## config.mk

```make
export PLATFORM = sky130hd
export DESIGN_NAME = idct8x8_serial
export DESIGN_NICKNAME = d
export VERILOG_FILES = /design/src/rtl/idct8x8_serial.sv
export SDC_FILE = /design/constraint.sdc
export NUM_CORES = 2
export LEC_CHECK = 0
export ABC_AREA = 1
export ABC_CLOCK_PERIOD_IN_PS = 28600
export CAP_MARGIN = 15
export CORE_AREA = 8 8 444 446
export CTS_CLUSTER_DIAMETER = 40
export DETAILED_ROUTE_END_ITERATION = 16
export DIE_AREA = 0 0 452 454
export DONT_BUFFER_PORTS = 1
export GPL_ROUTABILITY_DRIVEN = 0
export HOLD_SLACK_MARGIN = 0.15
export PLACE_DENSITY = 0.75
export SYNTH_ARGS = -nofsm -noshare
export SYNTH_HDL_FRONTEND = slang
export SYNTH_SLANG_ARGS = --single-unit
```

## constraint.sdc

```tcl
create_clock -name clk -period 28.6 [get_ports clk]
set_input_delay 5.72 -clock clk [delete_from_list [all_inputs] [get_ports clk]]
set_output_delay 5.72 -clock clk [all_outputs]
set_load 0.01 [all_outputs]
```

## src/rtl/idct8x8_serial.sv

```systemverilog
// ---------------------------------------------------------------------------
// idct8x8_serial
//   Inverse 2D 8x8 DCT for the decode path, built around one shared
//   multiply-accumulate unit. One block is handled at a time:
//   load, row pass, column pass, drain.
//
//   Ports
//     clk        clock
//     rst        synchronous, active-high reset
//     in_valid   coefficient valid
//     in_ready   coefficient accepted (high only while loading)
//     in_data    signed coefficient F[v][u], row-major (index v*8+u)
//     out_valid  pixel valid
//     out_ready  downstream accepts the pixel
//     out_data   unsigned 8-bit pixel p[y][x], row-major (index y*8+x)
//     out_last   marks the 64th pixel of a block
//
//   Pipeline: each pass step launches one MAC term (registered RAM/ROM
//   reads). The following cycle accumulates it and, on the 8th term,
//   rounds and writes the result. The final term of a pass therefore
//   lands in the extra flush step (step 512) of that pass.
// ---------------------------------------------------------------------------
module idct8x8_serial #(
    parameter int IN_W  = 15,
    parameter int TMP_W = 16,
    parameter int CF_W  = 13
) (
    input  logic            clk,
    input  logic            rst,
    input  logic            in_valid,
    output logic            in_ready,
    input  logic [IN_W-1:0] in_data,
    output logic            out_valid,
    input  logic            out_ready,
    output logic [7:0]      out_data,
    output logic            out_last
);

    localparam int ACC_W  = 34;
    localparam int PROD_W = CF_W + TMP_W;
    localparam logic signed [ACC_W-1:0] RND_HALF = ACC_W'(2048);
    localparam logic signed [ACC_W-1:0] PIX_BIAS = ACC_W'(128);

    typedef enum logic [1:0] {LOAD, ROW, COL, OUT} state_t;

    state_t      state_reg, state_next;
    logic [5:0]  cnt_reg, cnt_next;     // load index in LOAD, drain index in OUT
    logic [9:0]  step_reg, step_next;   // 0..511 issue steps, 512 = flush
    logic        in_ready_reg, out_valid_reg;
    logic [7:0]  out_data_reg;

    logic in_hs, out_hs;
    assign in_hs  = in_ready_reg && in_valid;
    assign out_hs = out_valid_reg && out_ready;

    // ------------------------------------------------------------------
    // Cosine ROM, Q1.12: C[u][x] = round(4096*a(u)*cos((2x+1)u*pi/16))
    // ------------------------------------------------------------------
    function automatic logic signed [CF_W-1:0] cos_q12(input int u, input int x);
        int k;
        int mag;
        logic neg;
        logic signed [CF_W-1:0] val;
        if (u == 0) begin
            return CF_W'(1448);
        end
        // Fold the angle k*pi/16 into the first quadrant.
        k   = ((2 * x + 1) * u) % 32;
        neg = 1'b0;
        if (k > 16) k = 32 - k;
        if (k > 8) begin
            k   = 16 - k;
            neg = 1'b1;
        end
        case (k)
            0:       mag = 2048;
            1:       mag = 2009;
            2:       mag = 1892;
            3:       mag = 1703;
            4:       mag = 1448;
            5:       mag = 1138;
            6:       mag = 784;
            7:       mag = 400;
            default: mag = 0;
        endcase
        val = CF_W'(mag);
        return neg ? -val : val;
    endfunction

    logic signed [CF_W-1:0] cos_rom [64];
    for (genvar gi = 0; gi < 64; gi++) begin : g_cos_rom
        assign cos_rom[gi] = cos_q12(gi / 8, gi % 8);
    end

    // ------------------------------------------------------------------
    // Storage
    // ------------------------------------------------------------------
    logic signed [IN_W-1:0]  coef_ram [64];
    logic signed [TMP_W-1:0] tmp_ram  [64];
    logic [7:0]              pix_ram  [64];

    // ------------------------------------------------------------------
    // Control FSM
    // ------------------------------------------------------------------
    always_ff @(posedge clk) begin
        if (rst) begin
            state_reg     <= LOAD;
            cnt_reg       <= 6'd0;
            step_reg      <= 10'd0;
            in_ready_reg  <= 1'b0;
            out_valid_reg <= 1'b0;
        end else begin
            state_reg     <= state_next;
            cnt_reg       <= cnt_next;
            step_reg      <= step_next;
            in_ready_reg  <= (state_next == LOAD);
            out_valid_reg <= (state_next == OUT);
        end
    end

    always_comb begin
        state_next = state_reg;
        cnt_next   = cnt_reg;
        step_next  = step_reg;
        case (state_reg)
            LOAD: begin
                if (in_hs) begin
                    cnt_next = cnt_reg + 6'd1;
                    if (cnt_reg == 6'd63) state_next = ROW;
                end
            end
            ROW: begin
                if (step_reg[9]) begin
                    step_next  = 10'd0;
                    state_next = COL;
                end else begin
                    step_next = step_reg + 10'd1;
                end
            end
            COL: begin
                if (step_reg[9]) begin
                    step_next  = 10'd0;
                    state_next = OUT;
                end else begin
                    step_next = step_reg + 10'd1;
                end
            end
            OUT: begin
                if (out_hs) begin
                    cnt_next = cnt_reg + 6'd1;
                    if (cnt_reg == 6'd63) state_next = LOAD;
                end
            end
            default: state_next = LOAD;
        endcase
    end

    // ------------------------------------------------------------------
    // Issue stage: step = output_index*8 + term
    //   ROW: out o = v*8+x, term u -> F[v][u], C[u][x]
    //   COL: out o = y*8+x, term v -> tmp[v][x], C[v][y]
    // ------------------------------------------------------------------
    logic       issue;
    logic [5:0] o_idx;
    logic [2:0] t_idx;
    logic [5:0] coef_rd_addr, tmp_rd_addr, rom_addr;

    assign o_idx        = step_reg[8:3];
    assign t_idx        = step_reg[2:0];
    assign issue        = ((state_reg == ROW) || (state_reg == COL)) && !step_reg[9];
    assign coef_rd_addr = {o_idx[5:3], t_idx};
    assign tmp_rd_addr  = {t_idx, o_idx[2:0]};
    assign rom_addr     = (state_reg == COL) ? {t_idx, o_idx[5:3]} : {t_idx, o_idx[2:0]};

    logic signed [IN_W-1:0]  coef_q_reg;
    logic signed [TMP_W-1:0] tmp_q_reg;
    logic signed [CF_W-1:0]  cos_q_reg;
    logic                    mac_valid_reg, mac_first_reg, mac_last_reg, mac_col_reg;
    logic [5:0]              mac_addr_reg;

    always_ff @(posedge clk) begin
        if (in_hs) coef_ram[cnt_reg] <= in_data;
        coef_q_reg <= coef_ram[coef_rd_addr];
    end

    always_ff @(posedge clk) begin
        cos_q_reg    <= cos_rom[rom_addr];
        mac_first_reg <= (t_idx == 3'd0);
        mac_last_reg  <= (t_idx == 3'd7);
        mac_col_reg   <= (state_reg == COL);
        mac_addr_reg  <= o_idx;
        if (rst) mac_valid_reg <= 1'b0;
        else     mac_valid_reg <= issue;
    end

    // ------------------------------------------------------------------
    // MAC stage
    // ------------------------------------------------------------------
    logic signed [TMP_W-1:0]  mul_b;
    logic signed [PROD_W-1:0] prod;
    logic signed [ACC_W-1:0]  prod_ext, acc_reg, acc_sum, acc_rnd, acc_shr, pix_val;
    logic signed [TMP_W-1:0]  tmp_sat;
    logic [7:0]               pix_clamp;

    assign mul_b    = mac_col_reg ? tmp_q_reg
                                  : {{(TMP_W-IN_W){coef_q_reg[IN_W-1]}}, coef_q_reg};
    assign prod     = cos_q_reg * mul_b;
    assign prod_ext = {{(ACC_W-PROD_W){prod[PROD_W-1]}}, prod};
    assign acc_sum  = (mac_first_reg ? '0 : acc_reg) + prod_ext;
    assign acc_rnd  = acc_sum + RND_HALF;
    assign acc_shr  = acc_rnd >>> 12;
    assign pix_val  = acc_shr + PIX_BIAS;

    // Row result saturates when the bits above the TMP_W sign bit disagree.
    always_comb begin
        tmp_sat = acc_shr[TMP_W-1:0];
        if (acc_shr[ACC_W-1:TMP_W-1] != {(ACC_W-TMP_W+1){acc_shr[ACC_W-1]}}) begin
            tmp_sat = acc_shr[ACC_W-1] ? {1'b1, {(TMP_W-1){1'b0}}}
                                       : {1'b0, {(TMP_W-1){1'b1}}};
        end
    end

    always_comb begin
        pix_clamp = pix_val[7:0];
        if (pix_val[ACC_W-1])           pix_clamp = 8'd0;
        else if (|pix_val[ACC_W-2:8])   pix_clamp = 8'd255;
    end

    always_ff @(posedge clk) begin
        if (mac_valid_reg) acc_reg <= acc_sum;
    end

    always_ff @(posedge clk) begin
        if (mac_valid_reg && mac_last_reg && !mac_col_reg) tmp_ram[mac_addr_reg] <= tmp_sat;
        tmp_q_reg <= tmp_ram[tmp_rd_addr];
    end

    // ------------------------------------------------------------------
    // Pixel RAM and output register. Pixel 0 is prefetched during the
    // column flush step; each output handshake fetches the next pixel,
    // so out_data holds while the consumer stalls.
    // ------------------------------------------------------------------
    logic [5:0] pix_rd_addr;
    logic       pix_rd_en;

    assign pix_rd_addr = (state_reg == OUT) ? (cnt_reg + 6'd1) : 6'd0;
    assign pix_rd_en   = ((state_reg == COL) && step_reg[9]) || out_hs;

    always_ff @(posedge clk) begin
        if (mac_valid_reg && mac_last_reg && mac_col_reg) pix_ram[mac_addr_reg] <= pix_clamp;
    end

    always_ff @(posedge clk) begin
        if (rst)            out_data_reg <= 8'd0;
        else if (pix_rd_en) out_data_reg <= pix_ram[pix_rd_addr];
    end

    assign in_ready  = in_ready_reg;
    assign out_valid = out_valid_reg;
    assign out_data  = out_data_reg;
    assign out_last  = out_valid_reg && (cnt_reg == 6'd63);

endmodule

```

==> out/metrics.csv <==
stage,metric,value,unit
outcome,outcome,"complete, no violations",
cts,clockBufferDepth,4,
timing,max_slew_margin,0.165,
layout,drive_above_1_share,0.0968,
setup_path,worst-path-max-fanout,33,
logic_synthesis,ys_ff_latch,2611,
route,antenna_left,0,
timing,layout_worst_path_cycle_share,0.458,
cts,cts_buffers,327,
cts,cts_resized,0,
logic_synthesis,ys_seq_area_frac,0.685,
cts,cts_sinks,2611,
cts,cts_tree,yes,
logic_synthesis,yosys.area.top_type,edfxtp_1,
die,core-area,190000,um^2
worst_hold_path,hp-class,reg -> reg,
logic_synthesis,syn-cell-area,113000,um^2
setup_path,end_kind,register,
logic_synthesis,yosysMostFrequentCell,edfxtp_1,
pwr,p_leak,44.2,nW
cts,clk_pin_slew,60,ps
setup_path,r2r-end,tmp_ram[22][6]$_DFFE_PP_,
route,drt_iter0_drc,11367,
timing,fmax,76.4,MHz
place,placed_area,117000,um^2
setup_path,crit_path_top_delay_cell,nand2_2,
timing,finalCriticalPeriod,13090,ps
die,die_w,452,um
logic_synthesis,synth_area_leaders,"edfxtp_1, nor2_1, o21ai_0",
global_route,grt_max_degree,175,
route,first_pass_iters,6,
layout,design_area,127000,um^2
timing,skew,80.4,ps
cts,cts_root_buffer,clkbuf_16,
logic_synthesis,synth_fp_nets,9708,
timing,finalSetupViolCount,0,
global_route,grt_pass1_vias,77247,
logic_synthesis,synth_common_cells,"edfxtp_1, nor2_1, o21ai_0",
cts,htree_levels,5,
global_route,antenna_found_initial,7,
global_route,grt_overflow_total,0,
route,vias,79324,
layout,largest-register,tmp_ram,
cts,insertion_delay,980,ps
setup_path,cp_common_cell,o21ai_0,
place,dpl.hpwl,179000,um
logic_synthesis,ys_types,55,
pwr,vdd_drop_max,0.000187,V
die,ios,30,
place,portBuffers,0,
die,die_y,454,um
logic_synthesis,yosys.area.top_type_share,0.670,
die,rows,160,
route,wl,316000,um
global_route,grt_first_pass_wirelength,471000,um
route,wl_per_cell,26.1,um
timing,tightest_slew,1250,ps
setup_path,r2r_cells,47,
setup_path,start_kind,register,
timing,fin_tns_setup,0,ps
cts,cts_setup_buffers,0,
setup_path,crit_start,mac_col_reg$_DFF_P_,
global_route,grt_util_all_layers,0.300,
setup_path,crit_type,reg -> reg,
pwr,p_per_area,109,nW/um^2
logic_synthesis,synth-edff-count,2530,
setup_path,slowest_delay,1020,ps
setup_path,r2r_slack,15510,ps
cts,cts_hold_buf,0,
timing,hold_violations,0,
layout,area_growth,12.4,%
logic_synthesis,syn_avg_cell_area,12.1,um^2
die,floorplan.initialDensity,0.598,
setup_path,crit_required,29260,ps
logic_synthesis,yosys_warnings,0,
die,dieArea,205000,um^2
route,drcViolationCount,0,
setup_path,r2r-start,mac_col_reg$_DFF_P_,
flow_run,cap_violations,0,
route,via_per_inst,6.54,
layout,fin_nets,9708,
logic_synthesis,ys.flop_type,edfxtp_1,
setup_path,endpoint,tmp_ram[22][6]$_DFFE_PP_,
logic_synthesis,async_flop_share,0,
timing,rsz0062_at_grt,false,
layout,largest_register_ff_count,1024,
setup_path,crit_arrival,13750,ps
timing,final_max_slew_viol_count,0,
logic_synthesis,synthCells,9369,
layout,top_regs,"tmp_ram x1024, coef_ram x960, pix_ram x512",
-- per-stage QoR --
step	hold WS, ps	setup slack, ps	power [mW]	util	std cells
global route	594	14780	14.3	0.672	12124
detailed placement	534	15790	9.83	0.615	11548
CTS	544	15740	13.9	0.672	12120
floorplan	329	16760	8.40	-	9369
finish	546	15510	13.9	0.672	12130
global placement	519	15820	9.68	0.615	11546
-- critical path: cells and delay by family (launching register included) --
family | cells | cell delay (ps)
buffers and inverters | 8 | 1150
adders and majority gates | 9 | 3800
xor gates and xnor gates | 2 | 450
DFF | 1 | 660
and+or+nand+nor | 15 | 3530
AOI/OAI and AO/OA | 13 | 3180
-- how the worst min path moves through the flow --
| stage | start | to | slack [ps] | cells past startpoint |
|---|---|---|---|---|
| 3_3_place_gp | step_reg[9]$_SDFFE_PP0N_ | step_reg[9]$_SDFFE_PP0N_ | 520 | 2 |
| 5_1_grt | step_reg[9]$_SDFFE_PP0N_ | step_reg[9]$_SDFFE_PP0N_ | 590 | 2 |
| 3_5_place_dp | step_reg[9]$_SDFFE_PP0N_ | step_reg[9]$_SDFFE_PP0N_ | 530 | 2 |
| 6_report | step_reg[9]$_SDFFE_PP0N_ | step_reg[9]$_SDFFE_PP0N_ | 550 | 2 |
| 2_1_floorplan | step_reg[4]$_SDFFE_PP0N_ | mac_addr_reg[1]$_DFF_P_ | 330 | 0 |
| 4_1_cts | step_reg[9]$_SDFFE_PP0N_ | step_reg[9]$_SDFFE_PP0N_ | 540 | 2 |
-- where the power goes --
| group | internal [mW] | total, mW | switching (mW) |
|---|---|---|---|
| Sequential | 6.19 | 6.20 | 0.00266 |
| Combinational | 0.626 | 3.63 | 3.00 |
| Clock | 2.47 | 4.09 | 1.61 |
| Total | 9.29 | 13.9 | 4.62 |
-- area by class of cell --
class                           instances  area, um^2
Antenna cell                            7        17.5
Clock buffer                          376        8490
Clock inverter                        196        2280
Fill cell                           12658       62200
Inverter                              528        2010
Multi-Input combinational cell       5669       32100
Sequential cell                      2611       77600
Tap cell                             2511        3140
Timing Repair Buffer                  232        1760
-- kinds of logic after synthesis --
group	after synthesis	synth area share
DFF	2611	0.685
buffers and inverters	1089	0.0361
xor gates and xnor gates	46	0.00362
and+or+nand+nor	3286	0.120
AOI/OAI and AO/OA	2017	0.107
adders and majority gates	320	0.0484
-- routing by layer --
layer	routed length, um	global-route usage
met1	112000	0.388
met2	149000	0.480
met3	36600	0.0610
met4	19000	0.166
met5	27	0
-- layout by cell type, fill, tap and decap left out, types with 197 or more instances in the layout --
cell type / count
edfxtp_1: 2530
nor2_1: 1736
o21ai_0: 982
buf_4: 225
clkbuf_16: 332
nand3_1: 207
nand2_1: 733
nor3_1: 400
fa_1: 197
o22ai_1: 497
inv_1: 492
(Power assumes the default switching activity.)
